--- config.mk ---
export PLATFORM = sky130hd
export DESIGN_NAME = reg_file_mp
export DESIGN_NICKNAME = d
export VERILOG_FILES = /design/src/rtl/reg_file_mp_pkg.sv /design/src/rtl/reg_file_rd_port.sv /design/src/rtl/reg_file_mp.sv
export SDC_FILE = /design/constraint.sdc
export NUM_CORES = 1
export LEC_CHECK = 0
export BUFFER_PORTS_ARGS = -buffer_cell sky130_fd_sc_hd__buf_2
export CORE_MARGIN = 4
export CORE_UTILIZATION = 55
export DETAILED_ROUTE_END_ITERATION = 6
export PLACE_DENSITY = 0.76
export SLEW_MARGIN = 30
export SYNTH_ARGS = -nofsm -noshare
export SYNTH_HDL_FRONTEND = slang
export SYNTH_SLANG_ARGS = --single-unit
--- constraint.sdc ---
create_clock -name CLK -period 2.52 [get_ports CLK]
set_input_delay 0.504 -clock CLK [delete_from_list [all_inputs] [get_ports CLK]]
set_output_delay 0.504 -clock CLK [all_outputs]
set_load 0.02 [all_outputs]
--- src/rtl/reg_file_mp_pkg.sv ---
// Shared definitions for the multi-port register file: default widths and FSM state encoding.
package reg_file_mp_pkg;

  localparam int DATA_W_DEF = 16;
  localparam int ADDR_W_DEF = 4;
  localparam int NUM_RD_DEF = 2;

  typedef enum logic [1:0] {
    ST_CLEAR = 2'b00,
    ST_READY = 2'b01
  } state_e;

endpackage

--- src/rtl/reg_file_rd_port.sv ---
// One registered read port: write-first bypass, optional zero-register masking, data/valid flops.
module reg_file_rd_port
  import reg_file_mp_pkg::*;
#(
  parameter int DATA_W   = DATA_W_DEF,
  parameter int ADDR_W   = ADDR_W_DEF,
  parameter bit ZERO_REG = 1'b0
) (
  input  logic              clk,
  input  logic              rst,
  input  logic              en,
  input  logic [ADDR_W-1:0] addr,
  input  logic [DATA_W-1:0] mem_data,
  input  logic              wr_en,
  input  logic [ADDR_W-1:0] wr_addr,
  input  logic [DATA_W-1:0] wr_data,
  output logic [DATA_W-1:0] rd_data,
  output logic              rd_valid
);

  logic [DATA_W-1:0] next_data;

  // Hardwired zero wins over bypass, bypass wins over stored contents.
  always_comb begin
    next_data = mem_data;
    if (ZERO_REG && (addr == '0)) begin
      next_data = '0;
    end else if (wr_en && (wr_addr == addr)) begin
      next_data = wr_data;
    end else begin
      next_data = mem_data;
    end
  end

  always_ff @(posedge clk) begin
    if (rst) begin
      rd_data  <= '0;
      rd_valid <= 1'b0;
    end else begin
      rd_valid <= en;
      if (en) begin
        rd_data <= next_data;
      end
    end
  end

endmodule

--- src/rtl/reg_file_mp.sv ---
// Multi-port register file with post-reset clear sequencer and write-first read bypass.
// Optional build macro ZERO_REG_EN makes entry 0 a hardwired zero.
module reg_file_mp
  import reg_file_mp_pkg::*;
#(
  parameter int DATA_W = DATA_W_DEF,
  parameter int ADDR_W = ADDR_W_DEF,
  parameter int NUM_RD = NUM_RD_DEF
) (
  input  logic                     CLK,
  input  logic                     RST,
  input  logic                     WEN,
  input  logic [ADDR_W-1:0]        AddrWrite,
  input  logic [DATA_W-1:0]        WrData,
  input  logic [NUM_RD-1:0]        RdEn,
  input  logic [NUM_RD*ADDR_W-1:0] RdAddr,
  output logic [NUM_RD*DATA_W-1:0] RdData,
  output logic [NUM_RD-1:0]        RdValid,
  output logic                     Ready
);

  localparam int DEPTH = 2 ** ADDR_W;
  localparam logic [ADDR_W-1:0] LAST_IDX = ADDR_W'(DEPTH - 1);

`ifdef ZERO_REG_EN
  localparam bit ZERO_REG = 1'b1;
`else
  localparam bit ZERO_REG = 1'b0;
`endif

  state_e            state;
  state_e            next_state;
  logic [ADDR_W-1:0] clr_cnt;
  logic [DATA_W-1:0] mem [DEPTH];
  logic              ready_int;
  logic              wr_fire;

  assign ready_int = (state == ST_READY);
  assign Ready     = ready_int;
  assign wr_fire   = WEN && ready_int && !RST && !(ZERO_REG && (AddrWrite == '0));

  always_ff @(posedge CLK) begin
    if (RST) begin
      state <= ST_CLEAR;
    end else begin
      state <= next_state;
    end
  end

  always_comb begin
    next_state = state;
    case (state)
      ST_CLEAR: begin
        if (clr_cnt == LAST_IDX) begin
          next_state = ST_READY;
        end else begin
          next_state = ST_CLEAR;
        end
      end
      ST_READY: next_state = ST_READY;
      default:  next_state = ST_CLEAR;
    endcase
  end

  always_ff @(posedge CLK) begin
    if (RST) begin
      clr_cnt <= '0;
    end else if (state == ST_CLEAR) begin
      clr_cnt <= clr_cnt + 1'b1;
    end
  end

  // Storage carries no reset so it can map onto RAM; the sequencer zeroes it instead.
  always_ff @(posedge CLK) begin
    if (!RST && (state == ST_CLEAR)) begin
      mem[clr_cnt] <= '0;
    end else if (wr_fire) begin
      mem[AddrWrite] <= WrData;
    end
  end

  for (genvar p = 0; p < NUM_RD; p++) begin : g_rd
    logic [ADDR_W-1:0] port_addr;
    assign port_addr = RdAddr[p*ADDR_W +: ADDR_W];

    reg_file_rd_port #(
      .DATA_W   (DATA_W),
      .ADDR_W   (ADDR_W),
      .ZERO_REG (ZERO_REG)
    ) u_rd_port (
      .clk      (CLK),
      .rst      (RST),
      .en       (RdEn[p] && ready_int),
      .addr     (port_addr),
      .mem_data (mem[port_addr]),
      .wr_en    (wr_fire),
      .wr_addr  (AddrWrite),
      .wr_data  (WrData),
      .rd_data  (RdData[p*DATA_W +: DATA_W]),
      .rd_valid (RdValid[p])
    );
  end

endmodule

* Word-level counts from Yosys, hierarchy flattened
Memories as Yosys holds them, arrays and structs flattened. A register that Yosys moved wholly into a read port is not among the register bits. Cells that the tools add are included.
Word-level totals: bits in read-only memories 0, memories 1, bits of input ports 33, word-level logic and storage cells 26, RAM bits 256, flip-flop bits (word level) 8, output and inout port bits 35, bits in latches 0
Cells by class: reduce and logical (&&, ||, !) cells 8, multiply operators 0, $lt $le $gt $ge 0, shift operators 0, equality and inequality tests 2, bitwise logic cells 0, mux-type cells 10, div/mod/pow operators 0, add/sub/neg operators 1
Memory list:
- mem | words 16, width 16, rd ports 2, clocked after memory_dff 2, write ports 1, RTL line reg_file_mp.sv:34 | logic [DATA_W-1:0] mem [DEPTH];
Operator list (number):
- $mux 16 | 1
- $reduce_or 16->1 | 1
- $mux 1 | 7
- $logic_and 1x1->1 | 5
- $add 4x1->4 const B | 1
- $eq 4x4->1 const B | 1
- $mux 4 | 1
- $pmux 2 s2 | 1
- $eq 2x1->1 const B | 1
- $logic_not 2->1 | 1
- $logic_not 1->1 | 1

* Logic depth before layout (Yosys ltp)
word-level depth 8, mapped depth 8, depth with buffers taken out 5

* Modules after synthesis
From an unflattened synthesis, not the netlist that was laid out.
Unflattened totals: cell total of the unflattened synthesis 801, area total of the unflattened synthesis 13755.7 um^2
By module, submodules not included:
- reg_file_mp | cells each 599, area each 11946.5 um^2, sequential area each 7787.5 um^2, times used 1
- reg_file_rd_port | cells each 101, area each 904.6 um^2, sequential area each 340.3 um^2, times used 2

* Worst setup path before layout
Ideal clock, no wire load.
path type input port to flip-flop, start input port RST, end memory mem[11][0] (netlist bit) (enable), setup time 388 ps, arrival 2298 ps, stages on the path 6, path slack -167 ps, buffers on the path 2, data required time 2132 ps, cells stage by stage and3b_4 buf_6 clkbuf_1 mux2i_1 nand2_1 nor2_1
Between the ends: word-level cells in the longest chain between the ends 7, elaborated cells between the ends (all ways) 11, those cells by class 7 x mux; 4 x reduce/logical
Ends and longest elaborated chain:
- start: declaration | RTL line reg_file_mp.sv:11 | input logic RST,
- $logic_not 1->1 * | RTL line reg_file_mp.sv:40, reg_file_mp.sv:75
- $logic_and 1x1->1 | RTL line reg_file_mp.sv:40 | assign wr_fire = WEN && ready_int && !RST && !(ZERO_REG && (AddrWrite == '0));
- $mux 1 | RTL line reg_file_mp.sv:77 | end else if (wr_fire) begin
- $mux 1 | RTL line reg_file_mp.sv:75 | if (!RST && (state == ST_CLEAR)) begin
- $mux 1 (implied by the code) | RTL line reg_file_mp.sv:78 | mem[AddrWrite] <= WrData;
- $reduce_or 16->1 (no line)
- $mux 4 (no line) or $mux 1 (tied branches)
- end: declaration | RTL line reg_file_mp.sv:34
Every way passes the cells marked *; elsewhere a longest branch is shown, timed or not.

* Final worst setup path
start register state[0], end register g_rd[1].u_rd_port.rd_data[8], read port of mem
Between the ends: word-level cells in the longest chain between the ends 2
Ends and longest elaborated chain:
- start: declaration | RTL line reg_file_mp.sv:31 | state_e state;
- start signal: assignment | RTL line reg_file_mp.sv:46 | state <= next_state;
- $eq 2x1->1 | RTL line reg_file_mp.sv:38 | assign ready_int = (state == ST_READY);
- $logic_and 1x1->1 | RTL line reg_file_mp.sv:93 | .en (RdEn[p] && ready_int),
- end: declaration | RTL line reg_file_rd_port.sv:17 | output logic [DATA_W-1:0] rd_data,
No other way between the ends. A chain may end at the register's enable or synchronous reset.

==> flow_summary_export.csv <==
group,metric,value,unit
sta,period_minus_slack,2370,ps
final_layout,antenna_cells,0,
worst_setup_path,critPathArrivalTime,2810,ps
sta,fin_setup_tns,0,ps
cts,cts_hold_buffers,0,
yosys,ys_warn_count,0,
worst_setup_path,crit_type,"flip-flop to flip-flop",
worst_setup_path,critical-path-max-stage-delay,510,ps
floorplan,rows,57,
sta,timing.fmax,421,MHz
worst_setup_path,cp_top_family,"compound AO/OA/AOI/OAI gates",
floorplan,die_area,27700,um2
routing,via_count,8673,
sta,skew,11.0,ps
placement,place.gp.congestion,0.882,
worst_setup_path,worst-path-max-fanout,17,
worst_setup_path,crit_chain,"buf_4, nand2_1, a311oi_1, o211ai_1, or2_1, o311ai_0",
final_layout,syn2layout_area_growth,16.7,%
cts,cts_setup_buffers,0,
pwr,leakagePower,5.89,nW
cts,root_buffer,"clkbuf_16",
final_layout,postLayoutCoreUtil,65.7,%
routing,drtIter0Drc,1299,
cts,cts_htree_levels,1,
sta,rsz0062_at_grt,"false",
routing,ant_nets,0,
cts,numCtsBuffers,30,
routing,drt_first_pass_iters,5,
final_layout,final_common_cell,"edfxtp_1",
job,drv_cap,0,
final_layout,final_cell_mix,"256 x edfxtp_1, 144 x mux4_2, 122 x nand2_1",
final_layout,fin_nets,958,
worst_setup_path,cp_num_buf_inv,1,
yosys,synth_nets,858,
floorplan,die_width,166,um
worst_hold_path,min_path_type,"input port to flip-flop",
cts,cts.clk_slew.worst_paths,60,ps
sta,timing.hold.ws,257,ps
floorplan,initial_core_util,56.3,%
cts,clk_latency,550,ps
placement,placed_cells,1216,
yosys,avgSynthCellArea,16.8,um2
sta,slew_headroom,51.3,%
floorplan,coreArea,24500,um2
final_layout,final_cells,1271,
placement,post-dp-hpwl,22600,um
sta,min_period_over_period,94.2,%
cts,cts_tree,"done",
global_routing,grt_pass1_vias,8686,
global_routing,antenna_found_initial,0,
global_routing,grt_max_degree,41,
yosys,seq_area_frac_synth,61.3,%
cts,cts_buffer_depth,3,
worst_setup_path,start_kind,"flip-flop",
global_routing,overflow,0,
sta,finalHoldViolations,0,
routing,wl_per_cell,28.9,um
routing,drc,0,
run_status,status,"finished clean",
routing,finalWirelength,36700,um
floorplan,ioPinCount,68,
yosys,synth_seq_cells,295,
floorplan,die_h,166,um
yosys,syn_area,13800,um2
pwr,ir_worst_vdd,0.573,mV
worst_setup_path,cp-end-kind,"flip-flop",
worst_setup_path,cp.required,2950,ps
global_routing,gr-usage-all-layers,26.4,%
worst_setup_path,cpMaxStageDelayCell,"or2_1",
cts,cts.sinks,295,
sta,setup_viol,0,
sta,tightest_slew,728,ps
routing,vias_per_cell,6.82,
final_layout,drive_above_1_share,38.1,%
global_routing,grt_pass1_wl,55500,um
yosys,netlist-cell-type-count,47,
placement,portBuffers,67,
sta,maxSlewViolCount,0,
pwr,p_per_area,679,nW/um2
yosys,syn_inst,824,
pwr,power.total,10.9,mW
==> through the flow <==
stage / setup slack, ps / instance area [um2]
finish: 146 / 16100
global route: 9.53 / 16100
CTS: 145 / 16100
detailed placement: -10.8 / 15000
global placement: -63.6 / 15000
floorplan: -167 / 13800
==> worst paths after layout <==
path	from	to	slack, ps	depth (start not counted)
setup / recovery	state[0]	g_rd[1].u_rd_port.rd_data[8]	150	6
hold / removal	RdEn[0]	g_rd[0].u_rd_port.rd_valid	260	3
setup reg to reg	state[0]	g_rd[1].u_rd_port.rd_data[8]	150	6
hold reg to reg	g_rd[0].u_rd_port.rd_data[3]	g_rd[0].u_rd_port.rd_data[3]	470	2
==> metal layers <==
metal / GRT usage [%] / up-vias / wire length, um
li1: - / 3541 / -
met1: 36.8 / 4411 / 13300
met2: 42.9 / 625 / 17700
met3: 5.07 / 96 / 4380
met4: 8.25 / 0 / 1260
met5: 0 / - / 0
==> worst reg2reg max path, cell delays in order, from the launching register on <==
cell,delay (ps)
dfxtp_1,430
buf_4,250
nand2_1,160
a311oi_1,300
o211ai_1,180
or2_1,510
o311ai_0,440
==> sequential cells by signal, summed over array words and instances, names as in the netlist <==
register,count
mem,256
state,1
g_rd.u_rd_port.rd_valid,2
clr_cnt,4
g_rd.u_rd_port.rd_data,32
==> area by class of cell <==
type,count,area [um2]
clock buffers,34,787
inverters,40,150
clock inverters,21,292
flip-flops and latches,295,8470
well taps,324,405
fillers,1604,8420
repair buffers,133,1060
multi-input cells,424,4950
==> cells by family (layout without fill, tap and decap cells) <==
logic type | Yosys count | after routing | synth area share [%]
compound gates | 71 | 71 | 4.69
xor+xnor | 12 | 12 | 0.761
fa+ha+maj | 1 | 1 | 0.0906
buf+inv | 105 | 228 | 3.19
flops | 295 | 295 | 61.3
mux | 148 | 148 | 23.8
simple gates | 192 | 192 | 6.14
==> cells in the mapped netlist (all sizes together) <==
cell type,n,area [um2]
a211oi,1,7.51
o41a,1,11.3
nand2b,1,6.26
o22ai,1,6.26
mux2i,2,20.0
o21ai,3,15.0
mux2,2,22.5
or3,1,6.26
and4b,2,20.0
inv,40,150
nor3,1,5.00
or2,2,12.5
a31oi,6,37.5
mux4,144,3240
edfxtp,256,7690
ha,1,12.5
xor2,9,78.8
and3,1,6.26
nor3b,2,15.0
nand2,122,458
o2111ai,16,140
a21oi,5,25.0
a2111o,1,11.3
a211o,1,8.76
o211ai,1,7.51
buf,33,170
and3b,1,12.5
clkbuf,32,120
nand3,17,85.1
o311ai,15,131
o22a,1,8.76
o221ai,17,218
nand3b,15,113
nor2b,1,6.26
o221a,1,11.3
nor2,25,93.8
nand4b,1,8.76
xnor2,3,26.3
dfxtp,39,781
a311oi,1,8.76
==> repair_timing <==
item	CTS	global route
hold endpoints to repair	0	0
gates resized for setup	0	1
endpoints found under the setup margin	0	1
==> power by group <==
group          leakage, nW  internal, mW  switching (mW)
sequential            2.99          5.29          0.0275
clock                0.522          2.96            1.88
combinational         2.38         0.353           0.429
(Power assumes the default switching activity.)
